<file path="config.mk">
export PLATFORM = sky130hd
export DESIGN_NAME = data_mem_ctrl
export DESIGN_NICKNAME = d
export VERILOG_FILES = /design/src/rtl/data_mem_ctrl.sv
export SDC_FILE = /design/constraint.sdc
export NUM_CORES = 2
export LEC_CHECK = 0
export ABC_AREA = 1
export CORE_MARGIN = 2
export CORE_UTILIZATION = 51
export DETAILED_ROUTE_END_ITERATION = 8
export PLACE_DENSITY = 0.75
export SYNTH_ARGS = -nofsm -noshare
export SYNTH_HDL_FRONTEND = slang
export SYNTH_SLANG_ARGS = --single-unit
export TNS_END_PERCENT = 100
</file>
<file path="constraint.sdc">
create_clock -name clk -period 5.9 [get_ports clk]
set_input_delay 1.475 -clock clk [delete_from_list [all_inputs] [get_ports clk]]
set_output_delay 1.475 -clock clk [all_outputs]
set_load 0.02 [all_outputs]
</file>
<file path="src/rtl/data_mem_ctrl.sv">
// data_mem_ctrl: data memory for the single-cycle MIPS core.
// Decodes a global data page (0x1001_0xxx), a downward-growing stack page
// (0x7FFF_Fxxx) and a peripheral page (0x4000_0xxx) forwarded to an external
// block. Supports byte/halfword/word access with sign/zero extension and a
// sticky fault-capture register for misaligned or unmapped accesses.
//
// Ports:
//   clk, reset                 clock, synchronous active-high reset
//   rd, wr, addr, size         access strobes, byte address, access size
//   sign_ext, wdata            sub-word read extension, write data (low-aligned)
//   rdata, accessable          combinational read data / access-ok flag
//   peri_rd, peri_wr           strobes qualified to the peripheral window
//   peri_rdata, peri_racc,
//   peri_wacc                  peripheral read data and accept handshakes
//   fault_clear                clears fault_valid and fault_cnt
//   fault_valid, fault_addr,
//   fault_kind, fault_cnt      registered fault capture state
module data_mem_ctrl #(
  parameter int unsigned GLOBAL_WORDS = 32,
  parameter int unsigned STACK_WORDS  = 32,
  parameter int unsigned FAULT_CNT_W  = 8,
  parameter logic [31:0] POISON       = 32'hCDCDCDCD
) (
  input  logic                   clk,
  input  logic                   reset,
  input  logic                   rd,
  input  logic                   wr,
  input  logic [31:0]            addr,
  input  logic [1:0]             size,
  input  logic                   sign_ext,
  input  logic [31:0]            wdata,
  output logic [31:0]            rdata,
  output logic                   accessable,
  output logic                   peri_rd,
  output logic                   peri_wr,
  input  logic [31:0]            peri_rdata,
  input  logic                   peri_racc,
  input  logic                   peri_wacc,
  input  logic                   fault_clear,
  output logic                   fault_valid,
  output logic [31:0]            fault_addr,
  output logic [1:0]             fault_kind,
  output logic [FAULT_CNT_W-1:0] fault_cnt
);

  localparam int unsigned STACK_BASE = 1024 - STACK_WORDS;
  localparam int unsigned GA_W = (GLOBAL_WORDS > 1) ? $clog2(GLOBAL_WORDS) : 1;
  localparam int unsigned SA_W = (STACK_WORDS > 1) ? $clog2(STACK_WORDS) : 1;

  localparam logic [19:0] PAGE_GLOBAL = 20'h10010;
  localparam logic [19:0] PAGE_STACK  = 20'h7FFFF;
  localparam logic [19:0] PAGE_PERI   = 20'h40000;

  logic [31:0] gmem [GLOBAL_WORDS];
  logic [31:0] smem [STACK_WORDS];

  logic [9:0]      word_idx;
  logic            is_glob, is_stack, is_peri;
  logic            glob_map, stack_map, mapped;
  logic            word_ok, aligned, peri_ok, strobe, acc, fault;
  logic [GA_W-1:0] g_idx;
  logic [SA_W-1:0] s_idx;
  logic [31:0]     mem_word, src_word, rd_ext;
  logic [7:0]      byte_v;
  logic [15:0]     half_v;
  logic [3:0]      be;
  logic [31:0]     wlane, wmask, merged;
  logic            mem_we;

  logic                   fault_valid_q, fault_valid_d;
  logic [31:0]            fault_addr_q, fault_addr_d;
  logic [1:0]             fault_kind_q, fault_kind_d;
  logic [FAULT_CNT_W-1:0] fault_cnt_q, fault_cnt_d;

  // Page and region decode
  always_comb begin
    word_idx  = addr[11:2];
    is_glob   = (addr[31:12] == PAGE_GLOBAL);
    is_stack  = (addr[31:12] == PAGE_STACK);
    is_peri   = (addr[31:12] == PAGE_PERI);
    glob_map  = is_glob  && (32'(word_idx) <  GLOBAL_WORDS);
    stack_map = is_stack && (32'(word_idx) >= STACK_BASE);
    mapped    = glob_map || stack_map || is_peri;
    g_idx     = GA_W'(word_idx);
    s_idx     = SA_W'(32'(word_idx) - STACK_BASE);
  end

  // Alignment check; the peripheral window only takes aligned words
  always_comb begin
    word_ok = (size == 2'b10) && (addr[1:0] == 2'b00);
    case (size)
      2'b00:   aligned = 1'b1;
      2'b01:   aligned = ~addr[0];
      2'b10:   aligned = (addr[1:0] == 2'b00);
      default: aligned = 1'b0;
    endcase
    if (is_peri) aligned = word_ok;
  end

  // Access qualification and fault detection
  always_comb begin
    strobe  = rd || wr;
    peri_ok = (!rd || peri_racc) && (!wr || peri_wacc);
    acc     = strobe && aligned && mapped && (!is_peri || peri_ok);
    fault   = strobe && !acc;
  end

  assign accessable = acc;
  assign peri_rd    = rd && is_peri && word_ok;
  assign peri_wr    = wr && is_peri && word_ok;

  // Read path: pick source word, shift the lane down, extend
  always_comb begin
    mem_word = is_glob ? gmem[g_idx] : smem[s_idx];
    src_word = is_peri ? peri_rdata : mem_word;
    case (addr[1:0])
      2'b00:   byte_v = src_word[7:0];
      2'b01:   byte_v = src_word[15:8];
      2'b10:   byte_v = src_word[23:16];
      default: byte_v = src_word[31:24];
    endcase
    half_v = addr[1] ? src_word[31:16] : src_word[15:0];
    case (size)
      2'b00:   rd_ext = {{24{sign_ext & byte_v[7]}}, byte_v};
      2'b01:   rd_ext = {{16{sign_ext & half_v[15]}}, half_v};
      default: rd_ext = src_word;
    endcase
  end

  assign rdata = (rd && acc) ? rd_ext : POISON;

  // Write path: byte enables, replicated lane data, merge with old word
  always_comb begin
    case (size)
      2'b00: begin
        be    = 4'b0001 << addr[1:0];
        wlane = {4{wdata[7:0]}};
      end
      2'b01: begin
        be    = addr[1] ? 4'b1100 : 4'b0011;
        wlane = {2{wdata[15:0]}};
      end
      default: begin
        be    = 4'b1111;
        wlane = wdata;
      end
    endcase
    wmask  = {{8{be[3]}}, {8{be[2]}}, {8{be[1]}}, {8{be[0]}}};
    merged = (mem_word & ~wmask) | (wlane & wmask);
    mem_we = wr && acc && !is_peri && !reset;
  end

  // Memory arrays are not reset; contents come from the simulation preload
  always_ff @(posedge clk) begin
    if (mem_we && glob_map) gmem[g_idx] <= merged;
  end

  always_ff @(posedge clk) begin
    if (mem_we && stack_map) smem[s_idx] <= merged;
  end

  // Fault capture next state: clear first, then a same-cycle fault re-captures
  always_comb begin
    fault_valid_d = fault_valid_q;
    fault_addr_d  = fault_addr_q;
    fault_kind_d  = fault_kind_q;
    fault_cnt_d   = fault_cnt_q;
    if (fault_clear) begin
      fault_valid_d = 1'b0;
      fault_cnt_d   = '0;
    end
    if (fault) begin
      if (!fault_valid_d) begin
        fault_addr_d = addr;
        fault_kind_d = {wr, ~aligned};
      end
      fault_valid_d = 1'b1;
      if (fault_cnt_d != '1) fault_cnt_d = fault_cnt_d + FAULT_CNT_W'(1);
    end
  end

  // Fault capture registers
  always_ff @(posedge clk) begin
    if (reset) begin
      fault_valid_q <= 1'b0;
      fault_addr_q  <= '0;
      fault_kind_q  <= '0;
      fault_cnt_q   <= '0;
    end else begin
      fault_valid_q <= fault_valid_d;
      fault_addr_q  <= fault_addr_d;
      fault_kind_q  <= fault_kind_d;
      fault_cnt_q   <= fault_cnt_d;
    end
  end

  assign fault_valid = fault_valid_q;
  assign fault_addr  = fault_addr_q;
  assign fault_kind  = fault_kind_q;
  assign fault_cnt   = fault_cnt_q;

endmodule

</file>
==> impl_summary.md <==
Outcome
The run finished with clean final reports.

Clock tree
The clock reaches the later pin of the worst-skew pair after 0.85 ns. The number of CTS-inserted buffers is 197. The maximum level of the CTS H-tree is 4. The cell at the root of the clock tree is clkbuf_16.

CTS saw 2091 sinks. TritonCTS built the clock tree. The deepest clock path buffer count is 3. The clock input transition at the sequential cells of the worst setup and hold paths is 0.06 ns.

Routing
Signal routing reaches up to met5. In the detailed route, the total length drawn on met2 is 116000 um. The total number of vias is 54600. The routed wirelength normalized by instance count is 29.0 um. The routed metal-1 wirelength is 86400 um. The number of optimization iterations in the first detailed-route pass is 8. The total detailed-routing wirelength is 249000 um. The initial DRC count is 8407. Dividing the detail-routed via count by the number of cells gives 6.36. The wire length on met3 is 30700 um. After detailed routing, the number of remaining DRC violations is 0. The detail route stage leaves a number of antenna-violating nets equal to 0.

Power and ir drop
The analysis attributes to cell leakage a power of 33.4 nW. Of the total power, the share spent switching nets is 22.7%. For this design the ratio of total power to cell area is 324 nW/um^2. The design draws 31.7 mW.

The fraction of power consumed by sequential logic is 52.6%. VDD sags by at most 224 uV. The part of the power in combinational logic is 7.9%. In this run the power spent charging and discharging nets is 7.17 mW.

The fraction of power consumed by the clock network is 39.5%. Internal power comes to 24.5 mW.

Yosys
For this run, the number of Yosys warnings is 0. Synthesis produced a netlist with a net count of 5789. The share of the Yosys chip area taken by registers is 77.3%. In the synthesized netlist, the number of instances is 5682. After synthesis, the netlist uses 49 different library cells. The mean cell area of the mapped netlist is 14.2 um^2. After synthesis the netlist holds a flip-flop and latch count of 2091. The post-synthesis instance area is 80700 um^2.

Setup path
STA classifies the critical path startpoint as an input port. The length in cells of the worst reg-to-reg path is 12. In this run the critical register-to-register path is captured at smem[14][11].

The critical path class is in2out. The kind of capture point of the worst setup path is an output pin. In this run the worst path has a maximum fanout of 20. The slack of the worst reg-to-reg path is 2.81 ns.

The beginning of the worst register-to-register path is smem[21][11]. For the worst setup path, the data required time is 4.43 ns. Data arrives at the worst endpoint at 4.41 ns.

Min path
The cell depth of the worst min-delay path is 2. The end point of the worst hold path is fault_kind[0]. In this run the most critical hold path is launched from fault_kind[0]. The type of the worst min-delay path is reg2reg.

Placed design
The placement-stage worst setup slack is -0.849 ns. The congestion estimate from routability-driven global placement came to 0.965. Detailed placement ended at an HPWL of 150000 um. The count of buffers added on input and output ports is 183.

Layout
Fill cells in the final layout number 10800. The library cell used most frequently in the layout, excluding fill and tap cells, is edfxtp_1. In the layout the commonest cells are edfxtp_1, nand2_1, a22oi_1. From synthesis to final layout, the design area changed by 21.0%.

After the last flow step, the layout net total stands at 6473. The post-route netlist has 18.2% of its cells at a drive strength greater than 1.

Timing
The count of endpoints failing hold in the final timing report is 0. In the finished design, the share of the clock period the worst path needs comes to 99.8%. The worst-case setup margin in the final layout is 0.0110 ns.

The clock arrives with 0.0625 ns of skew. The max-slew violation total from the final report is 0. In this run the tightest slew margin relative to its limit is 11.2%. The slew at the pin with the worst max-slew slack is 1.33 ns. The minimum period implied by the final worst setup slack is 5.89 ns. The final setup violation count is 0. Derived from the worst setup path, the maximum achievable clock frequency is 170 MHz.

Global route
The via count of the first global-routing pass is 53600. The initial antenna violation count was 2. The first-pass GRT wire length is 360000 um. Global routing used 30.3% of the available tracks across all layers. The total overflow left after global routing is 0. Entering global routing, the biggest net connects 69 pins.

Floorplan
The starting density of the core is 51.5%. The die covers 161000 um^2. The area inside the core boundary is 157000 um^2. The die outline height is 402 um. The horizontal die dimension is 402 um. Pin placement for this block handled 184 I/O pins.

The site row count is 145.

Run
Max-cap violations in this run came to 0.
-- per-layer routing --
metal	vias up	GRT usage, %
li1	22900	-
met1	26800	39.1
met2	4099	47.9
met3	785	6.88
met4	2	16.9
met5	-	0
-- worst max-delay path by stage --
stage / slack, ns / cells after the start / from / end
after global routing: -0.01 / 19 / addr[5] / rdata[0]
final: 0.01 / 15 / addr[2] / rdata[14]
after detailed placement: -0.85 / 18 / addr[6] / rdata[4]
after CTS: -0.02 / 22 / addr[5] / rdata[23]
after global placement: -0.82 / 18 / addr[6] / rdata[4]
after floorplan: 0.68 / 13 / addr[2] / gmem[0][1]
-- area by class of cell --
cell class | instances | area [um^2] | share of cell area (%)
sequential | 2091 | 62400 | 63.9
multi-input combinational | 3143 | 17500 | 17.9
timing repair buffer | 824 | 8460 | 8.66
clock buffer | 244 | 5170 | 5.29
tap | 2058 | 2570 | 2.64
clock inverter | 115 | 1160 | 1.19
inverter | 109 | 429 | 0.439
antenna | 3 | 7.51 | 0.00769
-- through the flow --
stage | util (%) | TNS, ns | hold slack, ns | std cells | area [um^2]
floorplan | - | 0 | 0.520 | 5682 | 80700
global placement | 58.0 | -13.37 | 0.432 | 8212 | 90900
detailed placement | 58.0 | -14.58 | 0.437 | 8212 | 90900
CTS | 62.3 | -0.0302 | 0.446 | 8581 | 97600
global route | 62.3 | -0.00962 | 0.469 | 8584 | 97600
finish | 62.3 | 0 | 0.444 | 8587 | 97700
-- kinds of logic (layout without fill, tap and decap cells) --
group | Yosys count | count (layout) | share of synthesized area, %
flops | 2091 | 2091 | 77.3
compound gates | 1294 | 1294 | 10.6
other cells | 0 | 3 | 0
buf+inv | 449 | 1292 | 2.58
xor+xnor | 2 | 2 | 0.0217
fa+ha+maj | 1 | 1 | 0.0155
simple gates | 1845 | 1846 | 9.52
-- cells in the mapped netlist, drive strengths merged --
cell / number / share of area, %
a211oi: 1 / 0.0093
a21o: 24 / 0.22
a21oi: 380 / 2.4
a221oi: 15 / 0.16
a22oi: 733 / 6.8
a311oi: 1 / 0.011
a31o: 1 / 0.011
a31oi: 47 / 0.36
a41oi: 2 / 0.022
and2: 7 / 0.054
buf: 259 / 1.7
clkbuf: 81 / 0.38
clkinv: 1 / 0.0046
dfxtp: 43 / 1.1
edfxtp: 2048 / 76
ha: 1 / 0.016
inv: 108 / 0.51
nand2: 1275 / 5.9
nand3: 104 / 0.66
nand3b: 9 / 0.084
nand4: 89 / 0.69
nor2: 214 / 1.0
nor3: 81 / 0.53
nor3b: 1 / 0.0093
nor4: 11 / 0.085
nor4b: 1 / 0.011
o211ai: 4 / 0.037
o21ai: 80 / 0.50
o22ai: 1 / 0.0078
o2bb2ai: 1 / 0.011
o311ai: 4 / 0.043
or2: 53 / 0.41
xnor2: 1 / 0.011
xor2: 1 / 0.011
-- worst max-delay path, cell delays in order --
cell	delay [ns]
buf_4	0.17
nand2_1	0.13
buf_12	0.14
inv_12	0.09
buf_16	0.20
buf_4	0.22
a22oi_1	0.33
a21oi_1	0.16
nor3_1	0.20
nand4_1	0.35
nand2_2	0.25
nand2_1	0.13
nand3_1	0.10
nand4_1	0.10
dlygate4sd2_1	0.34
-- state kept, by name, summed over array words and instances (netlist names) --
register and flops:
fault_valid 1, smem 1024, fault_kind 2, fault_cnt 8, fault_addr 32, gmem 1024
-- power by group through the flow --
stage | clock, mW | combinational [mW] | sequential (mW)
after detailed placement | 0 | 2.37 | 17.0
after global placement | 0 | 2.32 | 17.0
after CTS | 12.5 | 2.41 | 16.7
final | 12.5 | 2.49 | 16.7
after global routing | 13.1 | 2.60 | 16.7
after floorplan | 0 | 1.02 | 17.1
-- repair_timing --
action,in CTS,in global routing
endpoints found under the setup margin,31,31
hold buffers,0,0
setup buffers,9,2
gates resized for setup,115,83
gates cloned,1,1
pin swaps,13,9
Note: power is estimated with default switching activity, not from simulation.
